--- config.mk ---
export PLATFORM = sky130hd
export DESIGN_NAME = router_fifo
export DESIGN_NICKNAME = d
export VERILOG_FILES = /design/src/rtl/router_pkg.sv /design/src/rtl/router_fifo_ptr.sv /design/src/rtl/router_fifo.sv
export SDC_FILE = /design/constraint.sdc
export NUM_CORES = 1
export LEC_CHECK = 0
export CORE_ASPECT_RATIO = 0.5
export CORE_UTILIZATION = 35
export DETAILED_ROUTE_END_ITERATION = 16
export PLACE_DENSITY = 0.62
export SLEW_MARGIN = 10
export SYNTH_ARGS = -nofsm -noshare
export SYNTH_HDL_FRONTEND = slang
export SYNTH_SLANG_ARGS = --single-unit
--- constraint.sdc ---
create_clock -name clock -period 2.5 [get_ports clock]
set_input_delay 0.375 -clock clock [delete_from_list [all_inputs] [get_ports clock]]
set_output_delay 0.375 -clock clock [all_outputs]
set_load 0.005 [all_outputs]
--- src/rtl/router_pkg.sv ---
// router_pkg: shared sizes, header field positions and the stored FIFO word layout
package router_pkg;
   localparam int FIFO_DEPTH = 16;
   localparam int DATA_W     = 8;
   localparam int ADDR_LSB   = 0;
   localparam int ADDR_MSB   = 1;
   localparam int LEN_LSB    = 2;
   localparam int LEN_MSB    = 7;
   typedef struct packed {
      logic       hdr;
      logic [7:0] data;
   } fifo_word_t;
endpackage

--- src/rtl/router_fifo_ptr.sv ---
// router_fifo_ptr: wrap-bit read/write pointers with full and empty flags
module router_fifo_ptr #(
   parameter int DEPTH = 16,
   parameter int AW    = $clog2(DEPTH)
) (
   input  logic        clock,
   input  logic        reset,
   input  logic        soft_reset,
   input  logic        wr_inc,
   input  logic        rd_inc,
   output logic [AW:0] wr_ptr,
   output logic [AW:0] rd_ptr,
   output logic        full,
   output logic        empty
);
   assign empty = wr_ptr == rd_ptr;
   assign full  = wr_ptr[AW-1:0] == rd_ptr[AW-1:0] && wr_ptr[AW] != rd_ptr[AW];
   // pointers clear on either reset and otherwise advance on accepted transfers
   always_ff @(posedge clock) begin
      if (reset || soft_reset) begin
         wr_ptr <= '0;
         rd_ptr <= '0;
      end else begin
         wr_ptr <= wr_ptr + (AW+1)'(wr_inc);
         rd_ptr <= rd_ptr + (AW+1)'(rd_inc);
      end
   end
endmodule

--- src/rtl/router_fifo.sv ---
// router_fifo: per-destination packet FIFO with header tagging and packet-length tracking
import router_pkg::*;
module router_fifo #(
   parameter int DEPTH   = FIFO_DEPTH,
   parameter int WIDTH   = DATA_W,
   parameter int LEN_MSB = router_pkg::LEN_MSB
) (
   input  logic             clock,
   input  logic             reset,
   input  logic             soft_reset,
   input  logic             write_enb,
   input  logic             lfd_state,
   input  logic [WIDTH-1:0] data_in,
   input  logic             read_enb,
   output logic [WIDTH-1:0] data_out,
   output logic             full,
   output logic             empty
);
   localparam int AW = $clog2(DEPTH);
   localparam int CW = LEN_MSB - LEN_LSB + 2;
   logic [WIDTH:0]    mem [DEPTH];
   logic [AW:0]       wr_ptr, rd_ptr;
   logic [CW-1:0]     count;
   logic [WIDTH:0]    rd_word;
   logic              wr_acc, rd_acc;
   assign wr_acc  = write_enb && !full && !soft_reset;
   assign rd_acc  = read_enb && !empty;
   assign rd_word = mem[rd_ptr[AW-1:0]];
   router_fifo_ptr #(.DEPTH(DEPTH), .AW(AW)) u_ptr (
      .clock      (clock),
      .reset      (reset),
      .soft_reset (soft_reset),
      .wr_inc     (wr_acc),
      .rd_inc     (rd_acc),
      .wr_ptr     (wr_ptr),
      .rd_ptr     (rd_ptr),
      .full       (full),
      .empty      (empty)
   );
   // storage keeps the header tag alongside each byte; contents need no reset
   always_ff @(posedge clock) begin
      if (wr_acc) mem[wr_ptr[AW-1:0]] <= {lfd_state, data_in};
   end
   // registered read data and the remaining payload+parity count of the current packet
   always_ff @(posedge clock) begin
      if (reset || soft_reset) begin
         data_out <= '0;
         count    <= '0;
      end else if (rd_acc) begin
         data_out <= rd_word[WIDTH-1:0];
         count    <= rd_word[WIDTH] ? CW'(rd_word[LEN_MSB:LEN_LSB]) + CW'(1)
                   : count != '0   ? count - CW'(1) : count;
      end else if (count == '0) begin
         data_out <= '0;
      end
   end
endmodule

* Word level (Yosys, flattened, before mapping) *
Memories as Yosys holds them, arrays and structs flattened. A register that Yosys moved wholly into a read port is not among the register bits.
Index checks and enable logic that the tools add are counted.

storage, ports and cells
  logic and storage cells = 32
  memories = 1
  output and inout port bits = 10
  bits in writable memories = 144
  input bits = 14
  bits in latches = 0
  register bits = 25
  ROM bits = 0

cells by class
  reductions and logical operators = 13
  mux-type cells = 7
  equality and inequality tests = 3
  shifts and indexed selects = 0
  bitwise operators = 0
  magnitude comparators = 0
  add/subtract/negate cells = 4
  multipliers = 0
  divide/modulo/power cells = 0

memory list
  memory  words  bits a word  rd ports  clocked after Yosys merged registers in  wr ports  line               RTL
  mem     16     9            1         1                                        1         router_fifo.sv:21  logic [WIDTH:0] mem [DEPTH];

operators with widths
  operator             count
  $mux 8               2
  $mux 7               2
  $add 5x1->5          2
  $add 6x1->7 const B  1
  $logic_not 7->1      1
  $reduce_bool 7->1    1
  $sub 7x1->7 const B  1
  $eq 5x5->1           1
  $eq 4x4->1           1
  $logic_and 1x1->1    4
  $mux 4               1
  $reduce_bool 2->1    2
  $logic_not 1->1      3
  $mux 1               2
  $reduce_and 2->1     1
  $logic_or 1x1->1     1
  $ne 1x1->1           1

* Depth between registers and ports, before layout *
Gate-level depths: netlist of the first run.

  depth in word-level cells = 7
  mapped depth = 11
  mapped depth without buffers = 9

* By module *
A second synthesis of the first run with hierarchy kept.

second synthesis, totals
  cell total of the unflattened synthesis = 387
  area, all modules = 6842.8 um^2

by module, submodules not included
  module           seq. area each (um^2)  times used  area each (um^2)  cells each
  router_fifo      4624.4                 1           6389.9            342
  router_fifo_ptr  200.2                  1           452.9             45

* Worst setup path before layout of the first run *
Ideal clock, no wire load.

  path kind = register to register
  start point = reg u_ptr.rd_ptr[0]
  end point = mem mem[12][0] (netlist name), enable pin
  clock period less this slack = 2.495 ns
  data required time = 2.126 ns
  arrival time = 2.120 ns
  library setup time = 0.374 ns
  cell stages (with the launch flop) = 9
  path buffers = 2
  setup slack = 0.005 ns
  cell sequence = dfxtp_1 -> buf_6 -> buf_12 -> xnor2_1 -> nand4_2 -> nor2b_1 -> nor3b_2 -> or3b_2 -> nor2_1

on the way
  longest elaborated chain between the ends = 7

ends and longest elaborated chain
  item                            line                   RTL
  start, declared                 router_fifo_ptr.sv:12  output logic [AW:0] rd_ptr,
  start signal, assigned          router_fifo_ptr.sv:25  rd_ptr <= rd_ptr + (AW+1)'(rd_inc);
  $eq 4x4->1                      router_fifo_ptr.sv:17  assign full = wr_ptr[AW-1:0] == rd_ptr[AW-1:0] && wr_ptr[AW] != rd_ptr[AW];
  $logic_and 1x1->1               router_fifo_ptr.sv:17
  net full                        router_fifo.sv:16      output logic full,
  $logic_not 1->1                 router_fifo.sv:26      assign wr_acc = write_enb && !full && !soft_reset;
  $logic_and 1x1->1 (2 in a row)  router_fifo.sv:26
  $mux 1                          router_fifo.sv:42      if (wr_acc) mem[wr_ptr[AW-1:0]] <= {lfd_state, data_in};
  $mux 1 (implied by the code)    router_fifo.sv:42
  end, declared                   router_fifo.sv:21

The timed path passes the listed nets, and every way through them passes these cells.

* Final worst setup path of the first run *
  start point = reg u_ptr.wr_ptr[0]
  end point = mem mem[0][5] (netlist name), enable pin

on the way
  longest elaborated chain between the ends = 7

ends and longest elaborated chain
  item                            line                   RTL
  start, declared                 router_fifo_ptr.sv:11  output logic [AW:0] wr_ptr,
  start signal, assigned          router_fifo_ptr.sv:24  wr_ptr <= wr_ptr + (AW+1)'(wr_inc);
  $eq 4x4->1                      router_fifo_ptr.sv:17
  $logic_and 1x1->1               router_fifo_ptr.sv:17
  $logic_not 1->1                 router_fifo.sv:26
  $logic_and 1x1->1 (2 in a row)  router_fifo.sv:26
  $mux 1                          router_fifo.sv:42
  $mux 1 (implied by the code)    router_fifo.sv:42

Parallel ways exist; a longest one is shown, timed or not.

==> metrics.md, run 1 <==
| Metric | Value |
|---|---|
| Avg Cell Area, Syn | `approximately 18 sq um` |
| Hold Fails Final Rpt | `0` |
| Actual slew at the worst max-slew pin | `roughly 0.63 ns` |
| CTS tree | `built` |
| Final cell count without fillers | `roughly 740` |
| Yosys reg bits | `approximately 170` |
| Clk_lat worst skew | `0.43 ns` |
| DRT Wirelength | `~14000 um` |
| RSZ-0062 raised after global routing | `false` |
| 1st-pass router iterations | `4` |
| Total global routing overflow | `0` |
| Cell Pwr Density | `approximately 700 nW/um^2` |
| Worst vdd ir | `between 0.3 and 0.4 mV` |
| Initial antenna violation count | `0` |
| Synthesized area | `6960 sq um` |
| Top-count cell post-synth | `edfxtp_1` |
| Req. time, crit path | `between 2 and 3 ns` |
| Ant. Diodes | `0` |
| Worst setup EP type | `flop` |
| Hold Crit Depth | `2` |
| Register area | `4830 sq um` |
| Vias | `roughly 3.7k` |
| Placement Rows | `36` |
| Crit Path Class | `flop to flop` |
| Starting Density | `0.358` |
| Gr usage total | `0.144` |
| Hold endpoint | `data_out[2]` |
| Post-Place Cells | `approximately 700` |
| I/O pin cnt | `24` |
| Worst hold path startpoint | `data_out[2]` |
| DRT antenna net count | `0` |
| R2R Path End | `mem[0][5]` |
| Htree depth | `4` |
| Startpoint Class | `flop` |
| Period utilization | `0.940` |
| Die ar. | `20500 sq um` |
| DR WL/cell | `18.5 um` |
| CTS root buf | `clkbuf_16` |
| Top cell type's share of synthesized area | `0.621` |
| Sequential fraction of the synthesis area | `0.693` |
| Final setup TNS | `0 ns` |
| Worst EP arrival | `2.49 ns` |
| Net count after synthesis | `approximately 420` |
| Global-route wire length before repair | `~22000 um` |
| Die height | `about 100 um` |
| Crit path time final | `between 2 and 2.5 ns` |
| Hold WC Path Type | `flop to flop` |
| Largest cells by area after synthesis | `edfxtp_1 62%, mux4_2 12%, dfxtp_1 7.2%` |
| Syn-to-layout area delta | `20.1%` |
| DR DRC count | `0` |
| Die X | `~200 um` |
| Fill cells | `about 1.7k` |
| Pleak | `2.66 nW` |
| Cell taking the most area after synthesis | `edfxtp_1` |
| Global placement routability congestion | `about 0.80` |
| CTS-repair resized insts | `0` |
| Hold-fix buffers, CTS | `0` |
| Count of cell types in the netlist | `between 50 and 60` |
| DRT iter0 DRCs | `around 280` |
| Clock Skew | `0.0166 ns` |
| Synth warn | `0` |
| Reg2reg path depth | `8` |
| Rel. slew slack | `0.578` |
| Avg Vias per Cell | `a little under 5` |
| Post-Synthesis Cells | `just under 400` |
| Max Fclk | `~430 MHz` |
| Post-synth EDFFs | `approximately 140` |
| Number of global-route vias before repair | `approximately 3.7k` |
| Pin count of the biggest net entering global routing | `23` |
| Setup bufs post-CTS | `0` |
| Detail Placement HPWL | `~9400 um` |
| Multi-input gate area | `about 2000 sq um` |
| Max-cap violations | `0` |
| Layout cells sized above 1 | `0.282` |
| Clk slew on worst S/H paths | `0.07 ns` |
| FF-to-FF setup slack | `~0.15 ns` |
| Core Region | `around 20000 sq um` |
| Nets | `483` |
| CP Max Fanout | `6` |
| Final setup fails | `0` |
| Clk sinks | `169` |
| CTS buffer count | `17` |
| Fin. max-slew vios | `0` |
| Primary FF master, synth | `edfxtp_1` |
| Status | `completed` |
| Post-synthesis async set-or-reset flop share | `0` |
| Reg-to-reg critical path startpoint | `u_ptr.wr_ptr[0]` |
| Clock tree buffer depth | `2` |
| Port bufs | `23` |
| Most instantiated cells after synthesis | `144 x edfxtp_1, 37 x mux4_2, 31 x nor2_1` |
## worst max-delay path, cell delays in order (launching register included)
cell and delay, ns:
dfxtp_1 0.44, xnor2_1 0.13, nand4_2 0.14, nor2b_1 0.08, nor3b_2 0.20, buf_4 0.17, or3b_2 0.52, nor3_2 0.21
buf_4 0.19
## placed cells by master (no fill, tap or decap), types with 3 or more instances in the layout
master,instances
xnor2_1,7
ha_1,6
xor2_1,7
buf_12,3
nor2b_1,3
clkbuf_16,17
clkinvlp_4,3
buf_4,41
nor2_1,31
nand2_1,12
clkdlybuf4s50_1,23
mux4_2,37
a2111oi_2,3
mux2i_1,7
and2_1,8
nand3_1,13
edfxtp_1,144
nor3_1,7
a22oi_1,4
dfxtp_1,23
clkinv_8,3
inv_8,5
a21oi_1,10
o22ai_1,6
nand2b_1,5
o21ai_0,3
inv_1,3
## how the worst max path moves through the flow
stage	start	cells past startpoint	endpoint	slack, ns
after global placement	soft_reset	6	mem[4][4]	0.08
after CTS	u_ptr.rd_ptr[1]	8	mem[0][5]	0.09
after floorplan	u_ptr.rd_ptr[0]	8	mem[12][0]	0.005
after global routing	u_ptr.wr_ptr[0]	4	full	0.05
after detailed placement	soft_reset	6	mem[0][2]	0.07
final	u_ptr.wr_ptr[0]	8	mem[0][5]	0.15
## layer usage
| metal | up-vias | global-route usage | part of all wire |
|---|---|---|---|
| met4 | 0 | 0.0402 | 0.0065 |
| met5 | - | 0 | 0 |
| met3 | 8 | 0.0309 | 0.057 |
| li1 | 1713 | - | - |
| met1 | 1857 | 0.204 | 0.47 |
| met2 | 84 | 0.227 | 0.46 |
## state kept, by name, summed over array words and instances (netlist names)
signal	count
count	7
data_out	8
mem	144
u_ptr.rd_ptr	5
u_ptr.wr_ptr	5
## where the power goes
group          internal, mW  leakage [nW]  switching [mW]
registers              3.06          1.50         0.00503
logic                0.0705         0.875           0.104
clock network          1.43         0.286            1.20
## stage by stage
stage | hold WS [ns] | util | area [sq um] | power [mW] | setup WS, ns
2_1_floorplan | 0.464 | - | 6960 | 3.21 | 0.00544
3_3_place_gp | 0.454 | 0.398 | 7750 | 3.31 | 0.0808
3_5_place_dp | 0.460 | 0.398 | 7750 | 3.31 | 0.0670
4_1_cts | 0.469 | 0.429 | 8350 | 5.93 | 0.0937
5_1_grt | 0.492 | 0.429 | 8360 | 6.07 | 0.0496
6_report | 0.466 | 0.429 | 8360 | 5.88 | 0.150
## cell families (layout without fill, tap and decap cells)
group	after synthesis	in the layout	synth area share
AO/OA/AOI/OAI	43	43	0.0489
XOR/XNOR	14	14	0.0176
adder cells (fa/ha/maj)	6	6	0.0108
buffers and inverters	23	103	0.0228
flip-flops	169	169	0.693
multiplexers	47	47	0.137
AND/OR/NAND/NOR	94	94	0.0699
## area by class of cell
cell class | count | area share
timing repair buffer | 67 | 0.0716
inverter | 4 | 0.00180
multi-input combinational | 204 | 0.237
tap | 266 | 0.0398
clock buffer | 17 | 0.0509
sequential | 169 | 0.578
clock inverter | 15 | 0.0214
Power figures use the tool's default switching activity.
==> run 2: changes to the inputs <==
CTS_BUF_LIST = sky130_fd_sc_hd__clkbuf_2   (was not set)
RECOVER_POWER = 25   (was not set)
==> metrics.md, run 2 (synthesis gave the netlist of run 1 again) <==
| Metric | Value |
|---|---|
| Clk_lat worst skew | `0.73 ns (+0.30 ns)` |
| Die height | `102 um (unchanged)` |
| Hold WC Path Type | `input pin to flop` |
| Status | `completed` |
| Nets | `485 (+0.41%)` |
| Core Region | `19500 sq um (unchanged)` |
| Layout cells sized above 1 | `0.303 (+0.0218)` |
| Most frequent cells in the layout | `144 x edfxtp_1, 43 x buf_4, 37 x mux4_2` |
| DRT antenna net count | `0 (unchanged)` |
| Placement Rows | `36 (unchanged)` |
| Gr usage total | `0.143 (-0.00158)` |
| Startpoint Class | `flop` |
| Worst setup EP type | `flop` |
| Worst vdd ir | `0.211 mV (-44%)` |
| Worst hold slack | `0.393 ns (-0.0730 ns)` |
| CP Cell Sequence | `buf_12, mux4_2, a22oi_1, buf_4, nand2_1, ha_1, xor2_1, o21ai_0, a211oi_1` |
| Cell Pwr Density | `587 nW/um^2 (-16%)` |
| Pin count of the biggest net entering global routing | `23 (unchanged)` |
| Commonest non-fill, non-tap cell in the layout | `edfxtp_1` |
| Layout Utilization | `0.415 (-0.0144)` |
| Syn-to-layout area delta | `16.0%` |
| DR DRC count | `0 (unchanged)` |
| Clock tree buffer depth | `2 (unchanged)` |
| Pwr Total | `4.74 mW (-19%)` |
| Fin. max-slew vios | `0 (unchanged)` |
| Global placement routability congestion | `0.804 (unchanged)` |
| Crit path max-delay cell type | `mux4_2` |
| M1 GR Usage | `0.202 (-0.00227)` |
| 1st-pass router iterations | `4 (unchanged)` |
| Die X | `201 um (unchanged)` |
| Area after DPL | `7750 sq um (unchanged)` |
| CP Max Fanout | `13 (+7)` |
| Max reg flops | `144 (unchanged)` |
| GR Util met2 | `0.224 (-0.00265)` |
| DRT Wirelength | `13700 um (-0.24%)` |
| Die ar. | `20500 sq um (unchanged)` |
| Initial antenna violation count | `2 (+2)` |
| Pleak | `2.54 nW (-4.5%)` |
| Non-Filler Cell Area, Final | `8080 sq um (-3.4%)` |
| Final setup fails | `0 (unchanged)` |
| Avg Vias per Cell | `4.90 (-0.70%)` |
| CP top delay family | `multiplexers` |
| Global-route wire length before repair | `21500 um (-1.0%)` |
| CTS tree | `built` |
| Total global routing overflow | `0 (unchanged)` |
| Actual slew at the worst max-slew pin | `0.640 ns (+0.00926 ns)` |
| Hold Fails Final Rpt | `0 (unchanged)` |
| Reg-to-reg critical path startpoint | `u_ptr.rd_ptr[0]` |
| Period utilization | `0.939 (-0.00146)` |
| Rel. slew slack | `0.572 (-0.00619)` |
| Port bufs | `23 (unchanged)` |
| DRT iter0 DRCs | `229 (-18%)` |
| DR WL/cell | `18.4 um (-0.64%)` |
| Final setup TNS | `0 ns (unchanged)` |
| Crit path time final | `2.35 ns (-0.00365 ns)` |
| Worst path bufs/invs | `2 (unchanged)` |
| Max Fclk | `426 MHz (+0.16%)` |
| Crit-path max cell delay | `0.52 ns (about the same)` |
| CTS buffer count | `17 (unchanged)` |
| Req. time, crit path | `3.14 ns (+0.50 ns)` |
| CP Launch Point | `u_ptr.rd_ptr[0]` |
| Clock Skew | `0.0452 ns (+0.0285 ns)` |
| Vias | `3651 (-0.30%)` |
| Detail Placement HPWL | `9430 um (unchanged)` |
| Number of global-route vias before repair | `3679 (-0.14%)` |
| Met3 usage | `0.0347 (+0.00386)` |
| Max-cap violations | `0 (unchanged)` |
| I/O pin cnt | `24 (unchanged)` |
| RSZ-0062 raised after global routing | `false` |
| Worst hold path startpoint | `reset` |
| Clk slew on worst S/H paths | `0.25 ns (+0.18 ns)` |
| Grt peak-use layer | `met2` |
| Starting Density | `0.358 (unchanged)` |
| Clk sinks | `169 (unchanged)` |
| Worst EP arrival | `2.99 ns (+0.50 ns)` |
| Htree depth | `4 (unchanged)` |
| CTS root buf | `clkbuf_2` |
| Crit Path Class | `flop to flop` |
run 2: cell types whose count changed in the layout (fill, tap and decap cells not counted), moves of 4 or more:
| cell | delta |
|---|---|
| clkbuf_16 | -17 |
| clkbuf_2 | +17 |
| clkdlybuf4s50_1 | -10 |
| dfxtp_1 | -4 |
| dfxtp_2 | +4 |
| dlygate4sd3_1 | +8 |
run 2: cell type report:
class                   count  area, sq um
repair buffers             69          611
fillers                  1763        11400
diodes                      1         2.50
clock buffers              17         85.1
well taps                 266          333
flip-flops and latches    169         4830
multi-input cells         204         2020
clock inverters            15          179
inverters                   4         15.0
run 2: path summary, 6_finish.rpt:
check | to | slack (ns) | cells after the start
setup / recovery | count[2] | 0.15 | 9
setup reg to reg | count[2] | 0.15 | 9
hold / removal | count[0] | 0.39 | 3
hold reg to reg | data_out[2] | 0.48 | 2
run 2: metrics by stage:
stage                     setup WS (ns)  instances
after floorplan                 0.00544        396
after global placement           0.0808        710
after detailed placement         0.0670        710
after CTS                        0.0853        744
after global routing            0.00570        744
final                             0.153        745
run 2: tightest hold or removal path: cells and delay by family:
kind | cells | cell delay [ns]
buffers and inverters | 1 | 0.47
and+or+nand+nor | 1 | 0.12
AOI/OAI and AO/OA | 1 | 0.13
run 2: what timing repair did:
| action | 4_1_cts | 5_1_grt |
|---|---|---|
| setup endpoints to repair | 2 | 1 |
| gates resized for setup | 11 | 2 |
| hold buffers | 0 | 0 |
| pin swaps | 1 | 0 |
| setup buffers | 2 | 0 |
run 2: power by group:
group,switching [mW],internal [mW]
clock,1.08,0.421
combinational,0.106,0.0692
sequential,0.00514,3.07
run 2: layer usage:
metal	share of wire	up-vias
met5	0.0010	-
met4	0.0079	2
met3	0.068	8
met2	0.46	92
met1	0.46	1834
li1	-	1715
==> run 3: changes to the inputs <==
PLACE_DENSITY = not set   (was 0.62)
==> metrics.md, run 3 (synthesis gave the netlist of run 1 again) <==
| Metric | Value |
|---|---|
| Req. time, crit path | `3.19 ns (+0.05 ns)` |
| Clock Skew | `0.0238 ns (-0.0213 ns)` |
| Post-Place Cells | `706 (-0.56%)` |
| Global-route wire length before repair | `21700 um (+0.64%)` |
| Core Region | `19500 sq um (unchanged)` |
| Crit path max-delay cell type | `mux4_2` |
| Hold Crit Depth | `3 (unchanged)` |
| R2R Path End | `count[5]` |
| CP Max Fanout | `6 (-7)` |
| Die X | `201 um (unchanged)` |
| Commonest non-fill, non-tap cell in the layout | `edfxtp_1` |
| Starting Density | `0.358 (unchanged)` |
| Crit-path max cell delay | `0.50 ns (-0.02 ns)` |
| Avg Vias per Cell | `4.94 (+0.88%)` |
| Worst vdd ir | `0.239 mV (+13%)` |
| Hold endpoint | `count[0]` |
| Pleak | `2.60 nW (+2.2%)` |
| Max-cap violations | `0 (unchanged)` |
| Placement Rows | `36 (unchanged)` |
| CTS root buf | `clkbuf_2` |
| Worst setup EP type | `flop` |
| Worst EP arrival | `3.06 ns (+0.07 ns)` |
| DRT iter0 DRCs | `236 (+3.1%)` |
| RSZ-0062 raised after global routing | `false` |
| Grt peak-use layer | `met2` |
| Die ar. | `20500 sq um (unchanged)` |
| Actual slew at the worst max-slew pin | `0.609 ns (-0.0307 ns)` |
| Nets | `489 (+0.82%)` |
| Non-Filler Cell Area, Final | `8200 sq um (+1.5%)` |
| Startpoint Class | `flop` |
| DRT Wirelength | `14000 um (+2.3%)` |
| Final cell count without fillers | `750 (+0.67%)` |
| Clock tree buffer depth | `2 (unchanged)` |
| DR DRC count | `0 (unchanged)` |
| Hold Fails Final Rpt | `0 (unchanged)` |
| Met3 usage | `0.0412 (+0.00644)` |
| Rel. slew slack | `0.592 (+0.0205)` |
| Dpl ws | `0.0918 ns (+0.0248 ns)` |
| Hold-fix buffers, CTS | `0 (unchanged)` |
| Area after DPL | `7730 sq um (-0.23%)` |
| Total global routing overflow | `0 (unchanged)` |
| Cell Pwr Density | `601 nW/um^2 (+2.4%)` |
| Reg2reg path depth | `10 (+1)` |
| Most frequent cells in the layout | `144 x edfxtp_1, 44 x buf_4, 37 x mux4_2` |
| M1 GR Usage | `0.203 (+0.00113)` |
| Worst hold path startpoint | `reset` |
| Reg-to-reg critical path startpoint | `u_ptr.rd_ptr[0]` |
| Initial antenna violation count | `2 (unchanged)` |
| FF-to-FF setup slack | `0.13 ns (-0.02 ns)` |
| Max Fclk | `423 MHz (-0.80%)` |
| Vias | `3708 (+1.6%)` |
| Hold WC Path Type | `input pin to flop` |
| GR Util met2 | `0.227 (+0.00212)` |
| DRT antenna net count | `0 (unchanged)` |
| Final setup fails | `0 (unchanged)` |
| Layout cells sized above 1 | `0.317 (+0.0141)` |
| 1st-pass router iterations | `4 (unchanged)` |
| Fin. max-slew vios | `0 (unchanged)` |
| Detail Placement HPWL | `9580 um (+1.6%)` |
| Final setup TNS | `0 ns (unchanged)` |
| Clk slew on worst S/H paths | `0.23 ns (-0.02 ns)` |
| CTS buffer count | `17 (unchanged)` |
| Clk sinks | `169 (unchanged)` |
| Pin count of the biggest net entering global routing | `23 (unchanged)` |
| Htree depth | `4 (unchanged)` |
| Port bufs | `23 (unchanged)` |
| CTS tree | `built` |
| Crit path setup slack, layout | `0.134 ns (-0.0189 ns)` |
| Crit path time final | `2.37 ns (+0.0189 ns)` |
| Max reg flops | `144 (unchanged)` |
| Die height | `102 um (unchanged)` |
| DR WL/cell | `18.7 um (+1.6%)` |
| Number of global-route vias before repair | `3699 (+0.54%)` |
| Gr usage total | `0.146 (+0.00316)` |
| I/O pin cnt | `24 (unchanged)` |
| Clk_lat worst skew | `0.74 ns (about the same)` |
| Crit Path Class | `flop to flop` |
| Global placement routability congestion | `0.750 (-6.8%)` |
| Cell mode on critical path | `buf_12` |
| Status | `completed` |
| Period utilization | `0.946 (+0.00758)` |
| Syn-to-layout area delta | `17.8%` |
| CP Cell Sequence | `buf_6, buf_12, buf_12, mux4_2, a22oi_2, nand2_2, buf_4, a2111oi_4, a41oi_1, a21oi_1` |
run 3: cell types whose count changed in the layout (fill, tap and decap cells not counted), sizes merged:
cell           previous run  this run
clkinvlp                  3         1
bufinv                    1         4
clkdlybuf4s15             0         1
buf                      46        50
diode                     1         2
clkbuf                   17        18
inv                      11        10
clkdlybuf4s50            13        14
dlygate4sd2               2         1
clkinv                    4         3
dlygate4sd3               8         7
run 3: cell type report:
class                           count  area (sq um)
Timing Repair Buffer               73           662
Sequential cell                   169          4840
Antenna cell                        2          5.00
Fill cell                        1761         11300
Tap cell                          266           333
Clock buffer                       18          90.1
Multi-Input combinational cell    204          2040
Clock inverter                     14           210
Inverter                            4          15.0
run 3: stage by stage:
stage                     total power [mW]  utilization  hold WS [ns]
after floorplan                       3.21            -         0.464
after global placement                3.30        0.397         0.454
after detailed placement              3.30        0.397         0.460
after CTS                             4.97        0.417         0.345
after global routing                  5.10        0.421         0.331
final                                 4.93        0.421         0.400
run 3: how the worst max path moves through the flow:
stage / startpoint / end / cells past startpoint / slack, ns
after floorplan: u_ptr.rd_ptr[0] / mem[12][0] / 8 / 0.005
after global placement: u_ptr.rd_ptr[1] / mem[4][4] / 7 / 0.13
after detailed placement: u_ptr.rd_ptr[1] / mem[4][3] / 7 / 0.09
after CTS: u_ptr.rd_ptr[2] / full / 5 / 0.03
after global routing: u_ptr.rd_ptr[0] / count[5] / 9 / 0.01
final: u_ptr.rd_ptr[0] / count[5] / 10 / 0.13
run 3: per-layer routing:
metal / share of wire / vias up / routed length, um
li1: - / 1731 / -
met1: 0.49 / 1898 / 6840
met2: 0.46 / 69 / 6400
met3: 0.049 / 10 / 686
met4: 0.0073 / 0 / 103
met5: 0 / - / 0
run 3: repair_timing:
item	in CTS	in global routing
setup buffers	5	5
endpoints found under the setup margin	2	7
pin swaps	3	6
hold endpoints to repair	0	0
cloned	0	0
gates resized for setup	15	9
run 3: critical path: cells and delay by family, from the launching register on:
kind | cells | cell delay [ns]
DFF | 1 | 0.41
muxes | 1 | 0.50
buffers and inverters | 4 | 0.52
AOI/OAI and AO/OA | 4 | 0.79
and+or+nand+nor | 1 | 0.09
run 3: where the power goes:
part           switching, mW  total, mW  leakage, nW  internal (mW)
registers            0.00413       3.06         1.50           3.06
logic                  0.107      0.181        0.921         0.0748
clock network          0.990       1.68        0.175          0.695
total                   1.10       4.93         2.60           3.83
